File: src/rtl/decode_stage.sv
// MIPS instruction decode stage: register file, control decode, immediate
// sign extension, load-use hazard detection and the ID/EX pipeline register.
module decode_stage #(
    parameter int DATA_W   = 32,
    parameter int NUM_REGS = 32,
    parameter int REG_AW   = 5
) (
    input  logic              clk,
    input  logic              reset,
    input  logic [31:0]       instruction_if_id,
    input  logic [DATA_W-1:0] pc_plus4_if_id,
    input  logic              wb_reg_write,
    input  logic [REG_AW-1:0] wb_write_register,
    input  logic [DATA_W-1:0] wb_write_data,
    input  logic              flush,
    output logic              stall_if,
    output logic [DATA_W-1:0] read_data_1_id_ex,
    output logic [DATA_W-1:0] read_data_2_id_ex,
    output logic [DATA_W-1:0] extended_branch_offset_id_ex,
    output logic [DATA_W-1:0] supposed_next_address_id_ex,
    output logic [REG_AW-1:0] next_instruction_20_16_id_ex,
    output logic [REG_AW-1:0] next_instruction_15_11_id_ex,
    output logic              ctrl_regDest_id_ex,
    output logic              ctrl_aluSrc_id_ex,
    output logic [1:0]        ctrl_aluOp_id_ex,
    output logic              ctrl_branch_id_ex,
    output logic              ctrl_memRead_id_ex,
    output logic              ctrl_memWrite_id_ex,
    output logic              ctrl_memToReg_id_ex,
    output logic              ctrl_regWrite_id_ex
);
    typedef struct packed {
        logic       reg_dest;
        logic       alu_src;
        logic [1:0] alu_op;
        logic       branch;
        logic       mem_read;
        logic       mem_write;
        logic       mem_to_reg;
        logic       reg_write;
    } ctrl_t;

    localparam logic [5:0] OP_RTYPE = 6'b000000;
    localparam logic [5:0] OP_LW    = 6'b100011;
    localparam logic [5:0] OP_SW    = 6'b101011;
    localparam logic [5:0] OP_BEQ   = 6'b000100;
    localparam logic [5:0] OP_ADDI  = 6'b001000;

    logic [DATA_W-1:0] regs [NUM_REGS];
    logic [5:0]        opcode;
    logic [REG_AW-1:0] rs, rt, rd;
    logic [DATA_W-1:0] rs_data, rt_data, imm_ext;
    logic              wb_active, hazard;
    ctrl_t             ctrl_dec, ctrl_q;

    assign opcode  = instruction_if_id[31:26];
    assign rs      = instruction_if_id[25:21];
    assign rt      = instruction_if_id[20:16];
    assign rd      = instruction_if_id[15:11];
    assign imm_ext = {{(DATA_W-16){instruction_if_id[15]}}, instruction_if_id[15:0]};

    assign wb_active = wb_reg_write && (wb_write_register != '0);

    always_ff @(posedge clk or negedge reset) begin
        if (!reset) begin
            for (int i = 0; i < NUM_REGS; i++) regs[i] <= '0;
        end else if (wb_active) begin
            regs[wb_write_register] <= wb_write_data;
        end
    end

    // Write-before-read: a same-cycle WB result is forwarded straight to the read ports.
    always_comb begin
        rs_data = regs[rs];
        rt_data = regs[rt];
        if (rs == '0)                                 rs_data = '0;
        else if (wb_active && wb_write_register == rs) rs_data = wb_write_data;
        if (rt == '0)                                 rt_data = '0;
        else if (wb_active && wb_write_register == rt) rt_data = wb_write_data;
    end

    always_comb begin
        ctrl_dec = '0;
        case (opcode)
            OP_RTYPE: ctrl_dec = '{reg_dest: 1'b1, alu_src: 1'b0, alu_op: 2'b10, branch: 1'b0,
                                   mem_read: 1'b0, mem_write: 1'b0, mem_to_reg: 1'b0, reg_write: 1'b1};
            OP_LW:    ctrl_dec = '{reg_dest: 1'b0, alu_src: 1'b1, alu_op: 2'b00, branch: 1'b0,
                                   mem_read: 1'b1, mem_write: 1'b0, mem_to_reg: 1'b1, reg_write: 1'b1};
            OP_SW:    ctrl_dec = '{reg_dest: 1'b0, alu_src: 1'b1, alu_op: 2'b00, branch: 1'b0,
                                   mem_read: 1'b0, mem_write: 1'b1, mem_to_reg: 1'b0, reg_write: 1'b0};
            OP_BEQ:   ctrl_dec = '{reg_dest: 1'b0, alu_src: 1'b0, alu_op: 2'b01, branch: 1'b1,
                                   mem_read: 1'b0, mem_write: 1'b0, mem_to_reg: 1'b0, reg_write: 1'b0};
            OP_ADDI:  ctrl_dec = '{reg_dest: 1'b0, alu_src: 1'b1, alu_op: 2'b00, branch: 1'b0,
                                   mem_read: 1'b0, mem_write: 1'b0, mem_to_reg: 1'b0, reg_write: 1'b1};
            default:  ctrl_dec = '0;
        endcase
    end

    assign hazard = ctrl_q.mem_read && (next_instruction_20_16_id_ex != '0) &&
                    (next_instruction_20_16_id_ex == rs || next_instruction_20_16_id_ex == rt);
    assign stall_if = hazard;

    // Data fields load every cycle; only control is squashed on flush or hazard.
    always_ff @(posedge clk or negedge reset) begin
        if (!reset) begin
            ctrl_q                       <= '0;
            read_data_1_id_ex            <= '0;
            read_data_2_id_ex            <= '0;
            extended_branch_offset_id_ex <= '0;
            supposed_next_address_id_ex  <= '0;
            next_instruction_20_16_id_ex <= '0;
            next_instruction_15_11_id_ex <= '0;
        end else begin
            ctrl_q                       <= (flush || hazard) ? ctrl_t'('0) : ctrl_dec;
            read_data_1_id_ex            <= rs_data;
            read_data_2_id_ex            <= rt_data;
            extended_branch_offset_id_ex <= imm_ext;
            supposed_next_address_id_ex  <= pc_plus4_if_id;
            next_instruction_20_16_id_ex <= rt;
            next_instruction_15_11_id_ex <= rd;
        end
    end

    assign ctrl_regDest_id_ex  = ctrl_q.reg_dest;
    assign ctrl_aluSrc_id_ex   = ctrl_q.alu_src;
    assign ctrl_aluOp_id_ex    = ctrl_q.alu_op;
    assign ctrl_branch_id_ex   = ctrl_q.branch;
    assign ctrl_memRead_id_ex  = ctrl_q.mem_read;
    assign ctrl_memWrite_id_ex = ctrl_q.mem_write;
    assign ctrl_memToReg_id_ex = ctrl_q.mem_to_reg;
    assign ctrl_regWrite_id_ex = ctrl_q.reg_write;
endmodule

File: config.mk
export PLATFORM = sky130hd
export DESIGN_NAME = decode_stage
export DESIGN_NICKNAME = d
export VERILOG_FILES = /design/src/rtl/decode_stage.sv
export SDC_FILE = /design/constraint.sdc
export NUM_CORES = 2
export LEC_CHECK = 0
export CORE_MARGIN = 2
export CORE_UTILIZATION = 41
export CTS_CLUSTER_DIAMETER = 30
export DETAILED_ROUTE_END_ITERATION = 7
export REMOVE_ABC_BUFFERS = 1
export SLEW_MARGIN = 25
export SYNTH_ARGS = -nofsm -noshare
export SYNTH_HDL_FRONTEND = slang
export SYNTH_SLANG_ARGS = --single-unit
export TNS_END_PERCENT = 5
File: constraint.sdc
create_clock -name clk -period 2.3 [get_ports clk]
set_input_delay 0.23 -clock clk [delete_from_list [all_inputs] [get_ports clk]]
set_output_delay 0.23 -clock clk [all_outputs]
set_load 0.05 [all_outputs]
* After elaboration in Yosys (flattened, before gate mapping) *
Index checks and enable logic that the tools add are counted.

word-level totals
  register bits after elaboration = 1155
  latch bits = 0
  RAM bits = 0
  memory bits (read-only) = 0
  bits of input ports = 105
  output and inout bits = 148
  word-level logic and storage cells = 89
  memories kept = 0

cells by class
  add/sub/neg operators = 0
  multipliers = 0
  divide/modulo/power cells = 0
  magnitude comparators = 4
  equality and inequality tests = 8
  shifts and indexed selects = 0
  multiplexer cells = 15
  bitwise operators = 3
  reduce and logical (&&, ||, !) cells = 13

operators with widths
  cell                                                count
  bitwise mux 1024 bit                                1
  binary-select mux 32 bit (select 5 bit)             2
  2-to-1 mux 32 bit                                   9
  demux 32 bit (select 5 bit)                         1
  case mux 9 bit (5 select lines)                     1
  == test 5 bit                                       4
  >= comparator 6 bit, second input constant          3
  NOT 5 -> 6 bit                                      3
  == test 6 bit, second input constant                2
  logical NOT 5 bit                                   2
  nonzero test 5 bit                                  2
  2-to-1 mux 9 bit                                    1
  == test 6 x 3 -> 1 bit, second input constant       1
  == test 6 x 4 -> 1 bit, second input constant       1
  logical AND 1 bit                                   6
  logical NOT 6 bit                                   1
  < comparator 6 x 1 -> 1 bit, second input constant  1
  logical OR 1 bit                                    2

* Longest topological paths before layout *
  depth after elaboration = 6
  depth in mapped cells = 10
  depth with buffers taken out = 5

* Worst setup path after synthesis *
Ideal clock, no wire load.

  kind = input port to output port
  start = input port instruction_if_id[16]
  end = output port stall_if
  arrival time = 1865 ps
  path slack = 205 ps
  cell stages on the path = 8
  path buffers = 4
  cell sequence = buf_6 > buf_6 > buf_6 > buf_4 > xor2_1 > nor2_1 > a22oi_1 > nor2_1

between the ends
  longest elaborated chain between the ends = 3

ends and longest elaborated chain
  what               RTL line  source
  start, declared    10        input logic [31:0] instruction_if_id,
  == test 5 bit      100       (next_instruction_20_16_id_ex == rs || next_instruction_20_16_id_ex == rt);
  logical OR 1 bit   100
  logical AND 1 bit  99        assign hazard = ctrl_q.mem_read && (next_instruction_20_16_id_ex != '0) &&
  end, declared      16        output logic stall_if,

No other way between the ends.

* Worst setup path after layout *
  start = register next_instruction_20_16_id_ex[2]
  end = output port stall_if

between the ends
  longest elaborated chain between the ends = 3
  elaborated cells on any way between the ends = 6
  those cells by class = eq/ne (2); reduce/logical (4)

ends and longest elaborated chain
  what                                                   RTL line  source
  start, declared                                        21        output logic [REG_AW-1:0] next_instruction_20_16_id_ex,
  start signal, assigned                                 119       next_instruction_20_16_id_ex <= rt;
  == test 5 bit or nonzero test 5 bit (tied branches)    100, 99
  logical OR 1 bit or logical AND 1 bit (tied branches)  100, 99
  logical AND 1 bit *                                    99

Mark *: on every way between the ends. The rest lies on a longest branch, timed or not.

==> results by group <==
Status
  • Status: finished with violations
  • Failing checks: negative setup slack

Logic synthesis
  • FFs w/ async S/R, synth: 1.00
  • Sequential fraction of the synthesis area: 0.491
  • Dominant synthesized flop cell: dfrtp_1
  • Synth warn: 0
  • Number of synthesized flops with an enable pin: 0
  • Yosys cell types: 59
  • Syn Std Cell Area: 58400 µm²
  • Synth Area per Inst: 14.6 µm²
  • Mapped Cells: 3996
  • Seq cells post-synth: 1147

Worst setup path
  • Critical Path Fanout Max: 4
  • Bufs and invs on worst path: 1
  • CP Class: flip-flop to output port
  • CP Cell Sequence: or4_4 > o21ai_4 > nor2_2 > buf_12
  • RR Startpoint: regs[181]
  • Slowest-stage cell, CP: or4_4
  • Worst Path Required: 2070 ps
  • Nature of the critical path startpoint: flip-flop
  • Family with the most delay on the worst path: simple AND/OR/NAND/NOR gates
  • Critical Path End Type: output port
  • Crit-path max cell delay: 550 ps
  • CP arrival: 2260 ps
  • Critical Path Start: next_instruction_20_16_id_ex[2]

Timing
  • Final setup margin: -187 ps
  • Crit path time final: 2490 ps
  • Final Cycle Share: 1.08
  • Hold slack: about 70 ps
  • Final Hold Vio Count: 0
  • Skew final: 51.6 ps
  • Max Slew Vio Count: 0
  • Highest Clock Rate: slightly above 400 MHz
  • Slew @ Worst Pin: 900 ps
  • RSZ-0062 raised after global routing: true
  • Max-slew headroom: 0.396
  • Final number of setup-violating endpoints: 1

Drt
  • Top Layer Used: met5
  • Total vias in the final route: 40843
  • Vias/cell: 6.12
  • WL per Instance: slightly above 30 µm
  • DR DRC count: 0
  • First DRT Iteration DRCs: slightly above 4000
  • Detail Route Antenna Nets: 0
  • Met3 WL: roughly 18000 µm
  • DR pass1 iterations: 5
  • Drt total wl: 203000 µm
  • Wl on met1: 86800 µm
  • Met2 wire length: 92100 µm

Hold path
  • Hold wc startpoint: instruction_if_id[30]
  • Worst Hold Class: input pin to flip-flop

Power and ir drop
  • Switch Pwr: 20.7 mW
  • Leakage: between 30 and 40 nW
  • Pwr dens: between 1000 and 1500 nW/µm²
  • Clock network power share: 0.512
  • Comb pwr share: 0.155
  • Cell Int Power: 59.4 mW
  • Switching share of power: 0.258
  • VDD IR-drop max: 654 µV
  • Sequential power share: 0.333

CTS
  • CTS root buf: clkbuf_16
  • Clock Latency Late Sink: about 910 ps
  • TritonCTS buffer count: between 200 and 300
  • CTS Buffer Depth: 4
  • CTS HTree Levels: 5
  • Clock transition at path regs: 40 ps
  • Sink Count: 1147
  • CTS tree: done

Job
  • Max-Cap Viols: 0

Global route
  • Total global-route track usage: 0.279
  • Initial antenna violation count: 5
  • First-pass GRT wire length: 299000 µm
  • Maximum number of pins on one net before global-route repair: 111
  • Vias in the first global route: 42791
  • Grt total ovfl: 0

Placed design
  • Pre-CTS setup slack: -447 ps
  • Placed cells: 6102
  • Gpl congestion: ~0.83
  • Port Buffers: 252
  • Post-DP HPWL: 126000 µm

Finish
  • Share of cells above drive strength 1: 0.490
  • Most frequent cells in the layout: 1147 x dfrtp_1, 999 x mux2_2, 374 x mux4_2
  • Final Core Density: 0.544
  • Fin cells: 6677
  • Area delta synth->final: 31.8%
  • Fin nets: 4676
  • Most common library cell in the layout ignoring fill and taps: dfrtp_1

Die
  • Die Height: 382 µm
  • Die area: about 150000 µm²
  • Cell row count: 138
  • Die width: 382 µm
  • # IOs: 253
  • Initial Utilization: 0.413
  • Core box area: 142000 µm²
sequential cells by signal, summed over array words and instances (netlist names), 2 cells and up:
signal and cells:
supposed_next_address_id_ex 32, next_instruction_20_16_id_ex 5, next_instruction_15_11_id_ex 4, read_data_1_id_ex 32, extended_branch_offset_id_ex 12, ctrl_aluOp_id_ex 2
regs 1024, read_data_2_id_ex 32
synth_stat cells, drive strengths merged (18+ instances only):
library cell     n  area [µm²]
dfrtp         1147       28700
mux2i          335        3350
nand2           64         240
a221o           31         310
clkbuf         250         938
a221oi          44         385
nor2            52         195
a32o            32         320
o21ai           71         355
a22oi           47         353
a211oi          36         270
mux4           374        8420
o221ai          32         280
a21oi           62         310
nor3b           18         140
mux2           999       11200
o22ai           43         269
buf            213        1250
through the flow:
stage / power (mW) / setup TNS, ps / cell area [µm²]
final: 80.1 / -187 / 77000
after global routing: 83.0 / -1160 / 77000
after detailed placement: 39.2 / -118680 / 66600
after CTS: 80.5 / -421 / 77000
after global placement: 38.8 / -113050 / 66600
after floorplan: 33.9 / -201320 / 56200
final cells by class:
class                   instances  area (µm²)
repair buffers                739        8210
multi-input cells            2381       27800
diodes                          1        2.50
well taps                    1890        2360
clock buffers                 386        8360
inverters                       5        18.8
flip-flops and latches       1147       28700
clock inverters               128        1530
fillers                     11505       64600
final timing paths:
check	cells past startpoint	endpoint	slack, ps
max	4	stall_if	-190
min	4	ctrl_aluOp_id_ex[1]	70
max reg2reg	6	read_data_2_id_ex[21]	250
min reg2reg	0	regs[1014]	390
max in group asynchronous	3	regs[981]	1420
min in group asynchronous	3	read_data_1_id_ex[20]	110
timing repair:
| item | 4_1_cts | 5_1_grt |
|---|---|---|
| hold buffers | 59 | 0 |
| hold endpoints to repair | 1205 | 0 |
| pin swaps | 0 | 1 |
| setup endpoints to repair | 74 | 25 |
| setup buffers | 0 | 1 |
| resized for setup | 76 | 12 |
worst reg2reg max path: stages (launching register included):
cell and delay [ps]:
dfrtp_1 390, mux4_2 470, mux2i_1 300, nor2_1 130, a311oi_1 360, buf_4 200
a21oi_1 70
power groups by stage:
stage          registers (mW)  clock network [mW]  logic [mW]
6_report                 26.6                41.0        12.4
5_1_grt                  27.1                42.7        13.3
4_1_cts                  26.5                41.5        12.5
3_5_place_dp             26.8                   0        12.4
3_3_place_gp             26.7                   0        12.2
2_1_floorplan            26.7                   0        7.26
metal layers:
| layer | global-route usage | vias up |
|---|---|---|
| met1 | 0.390 | 21864 |
| li1 | - | 16661 |
| met4 | 0.0954 | 2 |
| met2 | 0.422 | 1907 |
| met3 | 0.0725 | 409 |
| met5 | 0 | - |
kinds of logic (layout without fill, tap and decap cells):
family | count (synthesis) | after routing | share of synthesized area
AO/OA/AOI/OAI | 462 | 462 | 0.0579
XOR/XNOR | 20 | 20 | 0.00300
multiplexers | 1708 | 1708 | 0.394
flip-flops | 1147 | 1147 | 0.491
AND/OR/NAND/NOR | 191 | 191 | 0.0160
buffers and inverters | 468 | 1258 | 0.0378
other | 0 | 1 | 0
Power figures use the tool's default switching activity.
